--- config.mk ---
export PLATFORM = sky130hd
export DESIGN_NAME = nlms_sequencer
export DESIGN_NICKNAME = d
export VERILOG_FILES = /design/src/rtl/nlms_pkg.sv /design/src/rtl/nlms_sequencer_delay.sv /design/src/rtl/nlms_sequencer.sv
export SDC_FILE = /design/constraint.sdc
export NUM_CORES = 1
export LEC_CHECK = 0
export ABC_AREA = 1
export CORE_MARGIN = 2
export CORE_UTILIZATION = 51
export CTS_CLUSTER_SIZE = 12
export DETAILED_ROUTE_END_ITERATION = 12
export GPL_ROUTABILITY_DRIVEN = 1
export GPL_TIMING_DRIVEN = 0
export PLACE_DENSITY = 0.85
export SETUP_SLACK_MARGIN = 0.05
export SLEW_MARGIN = 10
export SYNTH_ARGS = -nofsm -noshare
export SYNTH_HDL_FRONTEND = slang
export SYNTH_SLANG_ARGS = --single-unit
--- constraint.sdc ---
create_clock -name clk -period 1.93 [get_ports clk]
set_input_delay 0.2895 -clock clk [delete_from_list [all_inputs] [get_ports clk]]
set_output_delay 0.2895 -clock clk [all_outputs]
set_load 0.05 [all_outputs]
--- src/rtl/nlms_pkg.sv ---
// Shared types for the NLMS run-time sequencer: FSM states, operation codes
// and the adaptive-mode decode (reserved code behaves as filter-only).
package nlms_pkg;

    typedef enum logic [3:0] {
        S_IDLE,
        S_LOAD,
        S_PUSH,
        S_FILTER,
        S_DRAIN,
        S_RESULT,
        S_UPDATE,
        S_UPD_DRAIN,
        S_WRITE
    } nlms_seq_state_t;

    typedef enum logic [1:0] {
        OP_FILTER = 2'd0,
        OP_LMS    = 2'd1,
        OP_NLMS   = 2'd2,
        OP_RSVD   = 2'd3
    } nlms_op_t;

    function automatic logic op_is_adaptive(input nlms_op_t op);
        return (op == OP_LMS) || (op == OP_NLMS);
    endfunction

endpackage

--- src/rtl/nlms_sequencer_delay.sv ---
// Fixed-depth shift register delaying a control word by DEPTH cycles.
// Shifts only while en is high, so a stalled pipeline keeps its contents.
module nlms_delay_line #(
    parameter int WIDTH = 1,
    parameter int DEPTH = 1
) (
    input  logic             clk,
    input  logic             rst,
    input  logic             en,
    input  logic [WIDTH-1:0] din,
    output logic [WIDTH-1:0] dout
);

    logic [WIDTH-1:0] pipe [DEPTH];

    always_ff @(posedge clk) begin
        if (rst) begin
            for (int i = 0; i < DEPTH; i++) pipe[i] <= '0;
        end else if (en) begin
            pipe[0] <= din;
            for (int i = 1; i < DEPTH; i++) pipe[i] <= pipe[i-1];
        end
    end

    assign dout = pipe[DEPTH-1];

endmodule

--- src/rtl/nlms_sequencer.sv ---
// Per-sample sequencer driving every buffer/MAC strobe of the NLMS core.
// Filter-only B+L+5 cycles/sample, adaptive 2B+2L+6; en low freezes all state and zeroes strobes.
module nlms_sequencer
    import nlms_pkg::*;
#(
    parameter int LOG2_H_BUFF_HEIGHT   = 4,
    parameter int LOG2_X_D_BUFF_HEIGHT = 10,
    parameter int SAMPLE_WIDTH         = 16,
    parameter int MAC_LATENCY          = 3
) (
    input  logic                            clk,
    input  logic                            rst,
    input  logic                            en,
    input  logic                            start,
    input  logic [1:0]                      operation,
    input  logic                            y_as_out,
    input  logic [SAMPLE_WIDTH-1:0]         x_samples_count,
    input  logic [SAMPLE_WIDTH-1:0]         h_coef_blocks_count,
    output logic                            finished,
    output logic                            x_buff_re,
    output logic [LOG2_X_D_BUFF_HEIGHT-1:0] x_buff_raddr,
    output logic                            d_buff_re,
    output logic [LOG2_X_D_BUFF_HEIGHT-1:0] d_buff_raddr,
    output logic                            x_fifo_push,
    output logic                            h_buff_re,
    output logic [LOG2_H_BUFF_HEIGHT-1:0]   h_buff_raddr,
    output logic                            h_buff_we,
    output logic [LOG2_H_BUFF_HEIGHT-1:0]   h_buff_waddr,
    output logic                            dp_acc_clr,
    output logic                            dp_acc_en,
    output logic                            dp_capture_y,
    output logic                            dp_calc_err,
    output logic                            dp_upd_en,
    output logic                            out_buff_we,
    output logic [LOG2_X_D_BUFF_HEIGHT-1:0] out_buff_waddr,
    output logic                            dp_out_sel
);

    localparam int AW = LOG2_X_D_BUFF_HEIGHT;
    localparam int AH = LOG2_H_BUFF_HEIGHT;
    localparam int NW = AW + 1;
    localparam int BW = AH + 1;
    localparam int DW = $clog2(MAC_LATENCY + 2);
    localparam logic [31:0]   X_DEPTH    = 32'(1) << AW;
    localparam logic [31:0]   H_DEPTH    = 32'(1) << AH;
    localparam logic [DW-1:0] DRAIN_LAST = DW'(MAC_LATENCY);

    nlms_seq_state_t state, state_nxt;
    logic [NW-1:0]   n, n_cnt;
    logic [BW-1:0]   b, b_cnt;
    logic [DW-1:0]   d;
    nlms_op_t        op_q;
    logic            y_sel_q;
    logic            fin_q;

    logic [NW-1:0] n_clip;
    logic [BW-1:0] b_clip;
    logic          run_empty, b_last, d_last, n_last;

    // Clip counts to buffer depth; counters are one bit wider so full depth never wraps.
    always_comb begin
        n_clip = (32'(x_samples_count) > X_DEPTH) ? NW'(X_DEPTH) : NW'(x_samples_count);
        b_clip = (32'(h_coef_blocks_count) > H_DEPTH) ? BW'(H_DEPTH) : BW'(h_coef_blocks_count);
    end

    assign run_empty = (x_samples_count == '0) || (h_coef_blocks_count == '0);
    assign b_last    = (b == b_cnt - 1'b1);
    assign d_last    = (d == DRAIN_LAST);
    assign n_last    = (n == n_cnt - 1'b1);

    always_ff @(posedge clk) begin
        if (rst) state <= S_IDLE;
        else if (en) state <= state_nxt;
    end

    always_comb begin
        state_nxt = state;
        case (state)
            S_IDLE:      if (start && !run_empty) state_nxt = S_LOAD;
            S_LOAD:      state_nxt = S_PUSH;
            S_PUSH:      state_nxt = S_FILTER;
            S_FILTER:    if (b_last) state_nxt = S_DRAIN;
            S_DRAIN:     if (d_last) state_nxt = S_RESULT;
            S_RESULT:    state_nxt = op_is_adaptive(op_q) ? S_UPDATE : S_WRITE;
            S_UPDATE:    if (b_last) state_nxt = S_UPD_DRAIN;
            S_UPD_DRAIN: if (d_last) state_nxt = S_WRITE;
            S_WRITE:     state_nxt = n_last ? S_IDLE : S_LOAD;
            default:     state_nxt = S_IDLE;
        endcase
    end

    always_ff @(posedge clk) begin
        if (rst) begin
            n       <= '0;
            b       <= '0;
            d       <= '0;
            n_cnt   <= '0;
            b_cnt   <= '0;
            op_q    <= OP_FILTER;
            y_sel_q <= 1'b0;
            fin_q   <= 1'b0;
        end else if (en) begin
            if (state == S_IDLE && start) begin
                op_q    <= nlms_op_t'(operation);
                y_sel_q <= y_as_out;
                n_cnt   <= n_clip;
                b_cnt   <= b_clip;
                n       <= '0;
                fin_q   <= run_empty;
            end
            if (state == S_WRITE) begin
                if (n_last) fin_q <= 1'b1;
                else        n     <= n + 1'b1;
            end
            b <= ((state == S_FILTER || state == S_UPDATE) && !b_last) ? b + 1'b1 : '0;
            d <= ((state == S_DRAIN || state == S_UPD_DRAIN) && !d_last) ? d + 1'b1 : '0;
        end
    end

    logic ld_r, push_r, hre_f_r, hre_u_r, clr_r, cap_r, owe_r;

    always_comb begin
        ld_r    = 1'b0;
        push_r  = 1'b0;
        hre_f_r = 1'b0;
        hre_u_r = 1'b0;
        clr_r   = 1'b0;
        cap_r   = 1'b0;
        owe_r   = 1'b0;
        case (state)
            S_LOAD:   ld_r = 1'b1;
            S_PUSH:   push_r = 1'b1;
            S_FILTER: begin
                hre_f_r = 1'b1;
                clr_r   = (b == '0);
            end
            S_RESULT: cap_r = 1'b1;
            S_UPDATE: hre_u_r = 1'b1;
            S_WRITE:  owe_r = 1'b1;
            default:  ;
        endcase
    end

    logic          acc_d, upd_d, wb_we;
    logic [AH-1:0] wb_addr;

    nlms_delay_line #(.WIDTH(1), .DEPTH(1)) u_acc_dly (
        .clk(clk), .rst(rst), .en(en), .din(hre_f_r), .dout(acc_d)
    );

    nlms_delay_line #(.WIDTH(1), .DEPTH(1)) u_upd_dly (
        .clk(clk), .rst(rst), .en(en), .din(hre_u_r), .dout(upd_d)
    );

    // Write-back lags the coefficient read by the full MAC pipeline plus the read latency.
    nlms_delay_line #(.WIDTH(AH + 1), .DEPTH(MAC_LATENCY + 1)) u_wb_dly (
        .clk(clk), .rst(rst), .en(en), .din({hre_u_r, b[AH-1:0]}), .dout({wb_we, wb_addr})
    );

    assign finished       = fin_q;
    assign x_buff_re      = en & ld_r;
    assign d_buff_re      = en & ld_r;
    assign x_buff_raddr   = n[AW-1:0];
    assign d_buff_raddr   = n[AW-1:0];
    assign x_fifo_push    = en & push_r;
    assign h_buff_re      = en & (hre_f_r | hre_u_r);
    assign h_buff_raddr   = b[AH-1:0];
    assign h_buff_we      = en & wb_we;
    assign h_buff_waddr   = wb_addr;
    assign dp_acc_clr     = en & clr_r;
    assign dp_acc_en      = en & acc_d;
    assign dp_capture_y   = en & cap_r;
    assign dp_calc_err    = en & cap_r;
    assign dp_upd_en      = en & upd_d;
    assign out_buff_we    = en & owe_r;
    assign out_buff_waddr = n[AW-1:0];
    assign dp_out_sel     = en & owe_r & y_sel_q;

endmodule

==> out/metrics.csv <==
metric,value,unit
outcome,"complete, but fails checks",
violations,negative setup slack,
drcViolationCount,0,
routed_wl,11.6,mm
seqCellArea,0.00155,mm2
max_freq,496,MHz
antenna_found_initial,0,
grt_pass1_wl,17.0,mm
async_flop_share,0,
critical_path_required,1.64,ns
hold_path_class,register to register,
pwr_density_cell,580,mW/mm2
dieArea,0.00880,mm2
setup_violations,12,
syn_nets,627,
p_total,3.37,mW
drt_pass1_iterations,6,
die_h,93.8,um
diodes,0,
clock_path_buffers,2,
clock_latency,0.37,ns
dr_total_vias,4364,
die_w,93.8,um
clk_pin_slew,0.08,ns
track_usage,0.241,
cts_tree,built,
post-route-util,0.749,
grt_pass1_vias,3898,
crit_top_cell,inv_2,
ctsHtreeMaxLevel,3,
grt_use_met3,0.0610,
ys_warn_count,0,
start_util,0.529,
avgSynthCellArea,7.08,um2
grt.busiest_layer,met2,
finalNetCount,758,
place_ws,-0.665,ns
use_met2,0.410,
wl_per_cell,14.2,um
arrival,1.72,ns
crit_path_top_delay_cell,dfxtp_4,
path_cells,"nor2_4, inv_2, nor3_4, inv_2, nor4_2, buf_4",
cts-buffers-inserted,9,
final_max_slew_viol_count,0,
crit_fanout,4,
ys_ff_latch,65,
drive_gt1_frac,0.278,
synthCells,581,
io_pins,90,
fin_ws,-0.0841,ns
irDropWorstVdd,0.439,mV
worst_clock_skew,0.0157,ns
hold_violations,0,
cp.buffers_inverters,3,
core_area,0.00777,mm2
cap_violations,0,
overflow,0,
crit_path_end_kind,output pin,
relSlewSlack,0.605,
multiInputGateArea,0.00222,mm2
gp_congestion,0.969,
synth_top_area_frac,0.209,
clock_sinks,65,
cpLargestDelayFamily,simple AND/OR/NAND/NOR gates,
place_hpwl,7.35,mm
grt_setup_unrepaired,yes,
power.static_leakage,2.71,nW
netlist_area,0.00411,mm2
synth_area_leaders,"dfxtp_1 21%, edfxtp_1 16%, nand2_1 13%",
grt_max_degree,14,
yosysUniqueCellTypes,38,
whs,0.477,ns
cts-root-buf,clkbuf_8,
finalCriticalPeriod,2.01,ns
yosysSeqAreaShare,0.370,
drtIter0Drc,370,
worstMarginPinSlew,0.593,ns
postRouteAntennaNets,0,
syn_to_final_growth,41.4,%
io_buffers,89,
startpoint_type,register,
via_per_inst,5.33,
final.period_utilization,1.04,
yosysTopAreaCell,dfxtp_1,
rows,32,
synth_edf_count,22,
criticalPathCategory,register to output pin,
slowest_delay,0.38,ns
use_met1,0.288,
synth_ff_type,dfxtp_1,
n_fill_cell,545,
==> state kept, by name, indices dropped and copies added, names as in the netlist <==
| signal | cells |
|---|---|
| n_cnt | 11 |
| finished | 1 |
| y_sel_q | 1 |
| u_wb_dly.pipe | 20 |
| b | 5 |
| op_q | 2 |
| d | 3 |
| state | 4 |
| n | 11 |
| b_cnt | 5 |
| u_acc_dly.pipe | 1 |
| u_upd_dly.pipe | 1 |
==> final timing paths <==
path / start / endpoint / slack [ns] / cells past startpoint
worst max-delay path: state[3] / dp_acc_clr / -0.08 / 6
worst min-delay path: finished / finished / 0.48 / 2
worst max register to register: n_cnt[0] / n[0] / -0.06 / 16
worst min register to register: finished / finished / 0.48 / 2
==> cells in the mapped netlist (9+ instances only) <==
master    count
a21oi_1      25
buf_2         9
buf_4        36
dfxtp_1      43
edfxtp_1     22
inv_1        71
nand2_1     146
nand3_1      30
nand4_1      10
nor2_1       83
o21ai_0      16
xor2_1       15
==> metal layers <==
layer  wire length (um)  vias up  part of all wire
li1                   -     2069                 -
met1               4450     1988              0.38
met2               5680      254              0.49
met3               1040       53             0.089
met4                458        0             0.039
met5                  0        -                 0
==> final cells by class <==
type / instances / area share
plain buffers: 51 / 0.0602
repair inverters: 1 / 0.00129
clock buffers: 9 / 0.0213
multi-input cells: 391 / 0.382
repair buffers: 117 / 0.183
inverters: 76 / 0.0512
flip-flops and latches: 65 / 0.266
well taps: 102 / 0.0219
clock inverters: 7 / 0.0136
==> through the flow <==
step           instance area, um2  TNS [ns]  std cells
6_report                     5820    -0.480        819
4_1_cts                      5480  -0.00880        801
3_3_place_gp                 5150    -27.27        772
2_1_floorplan                4130  -0.00661        581
3_5_place_dp                 5150    -29.02        772
5_1_grt                      5820     -2.81        819
==> logic make-up (layout without fill, tap and decap cells) <==
family	Yosys count	after routing	synth area share
AOI/OAI and AO/OA	58	58	0.0785
DFF	65	65	0.370
and+or+nand+nor	300	302	0.323
xor gates and xnor gates	24	24	0.0557
adders and majority gates	7	7	0.0213
buffers and inverters	127	261	0.152
==> repair_timing <==
item                                    CTS  global route
pin swaps                                 7            25
setup buffers                            10            18
resized for setup                       129            76
hold buffers                              0             0
endpoints found under the setup margin   85            72
gates cloned                              3             0
==> cell usage in the layout, fill, tap and decap left out, types with 4 or more instances in the layout <==
master,instances
xnor2_1,8
edfxtp_1,22
buf_6,5
a21oi_1,21
a21oi_2,4
nor2_2,9
nor3_1,6
clkbuf_8,9
dfxtp_1,32
dfxtp_2,6
nand3_2,6
dfxtp_4,5
buf_4,65
o21ai_0,14
nand4_1,10
nor2_1,70
clkbuf_1,5
dlygate4sd2_1,32
ha_1,5
nand2_2,15
inv_2,13
inv_1,58
nand2_1,134
nand3_1,26
buf_2,8
a211oi_1,7
xor2_1,15
nor2_4,11
clkdlybuf4s50_1,42
==> power breakdown <==
part           switching (mW)  internal (mW)
Sequential             0.0391           1.46
Combinational           0.396          0.276
Clock                   0.594          0.609
Total                    1.03           2.35
==> tightest hold or removal path: cells and delay by family, from the launching register on <==
kind             cells  cell delay (ns)
AND/OR/NAND/NOR      2             0.10
flip-flops           1             0.33
(Power assumes the default switching activity.)
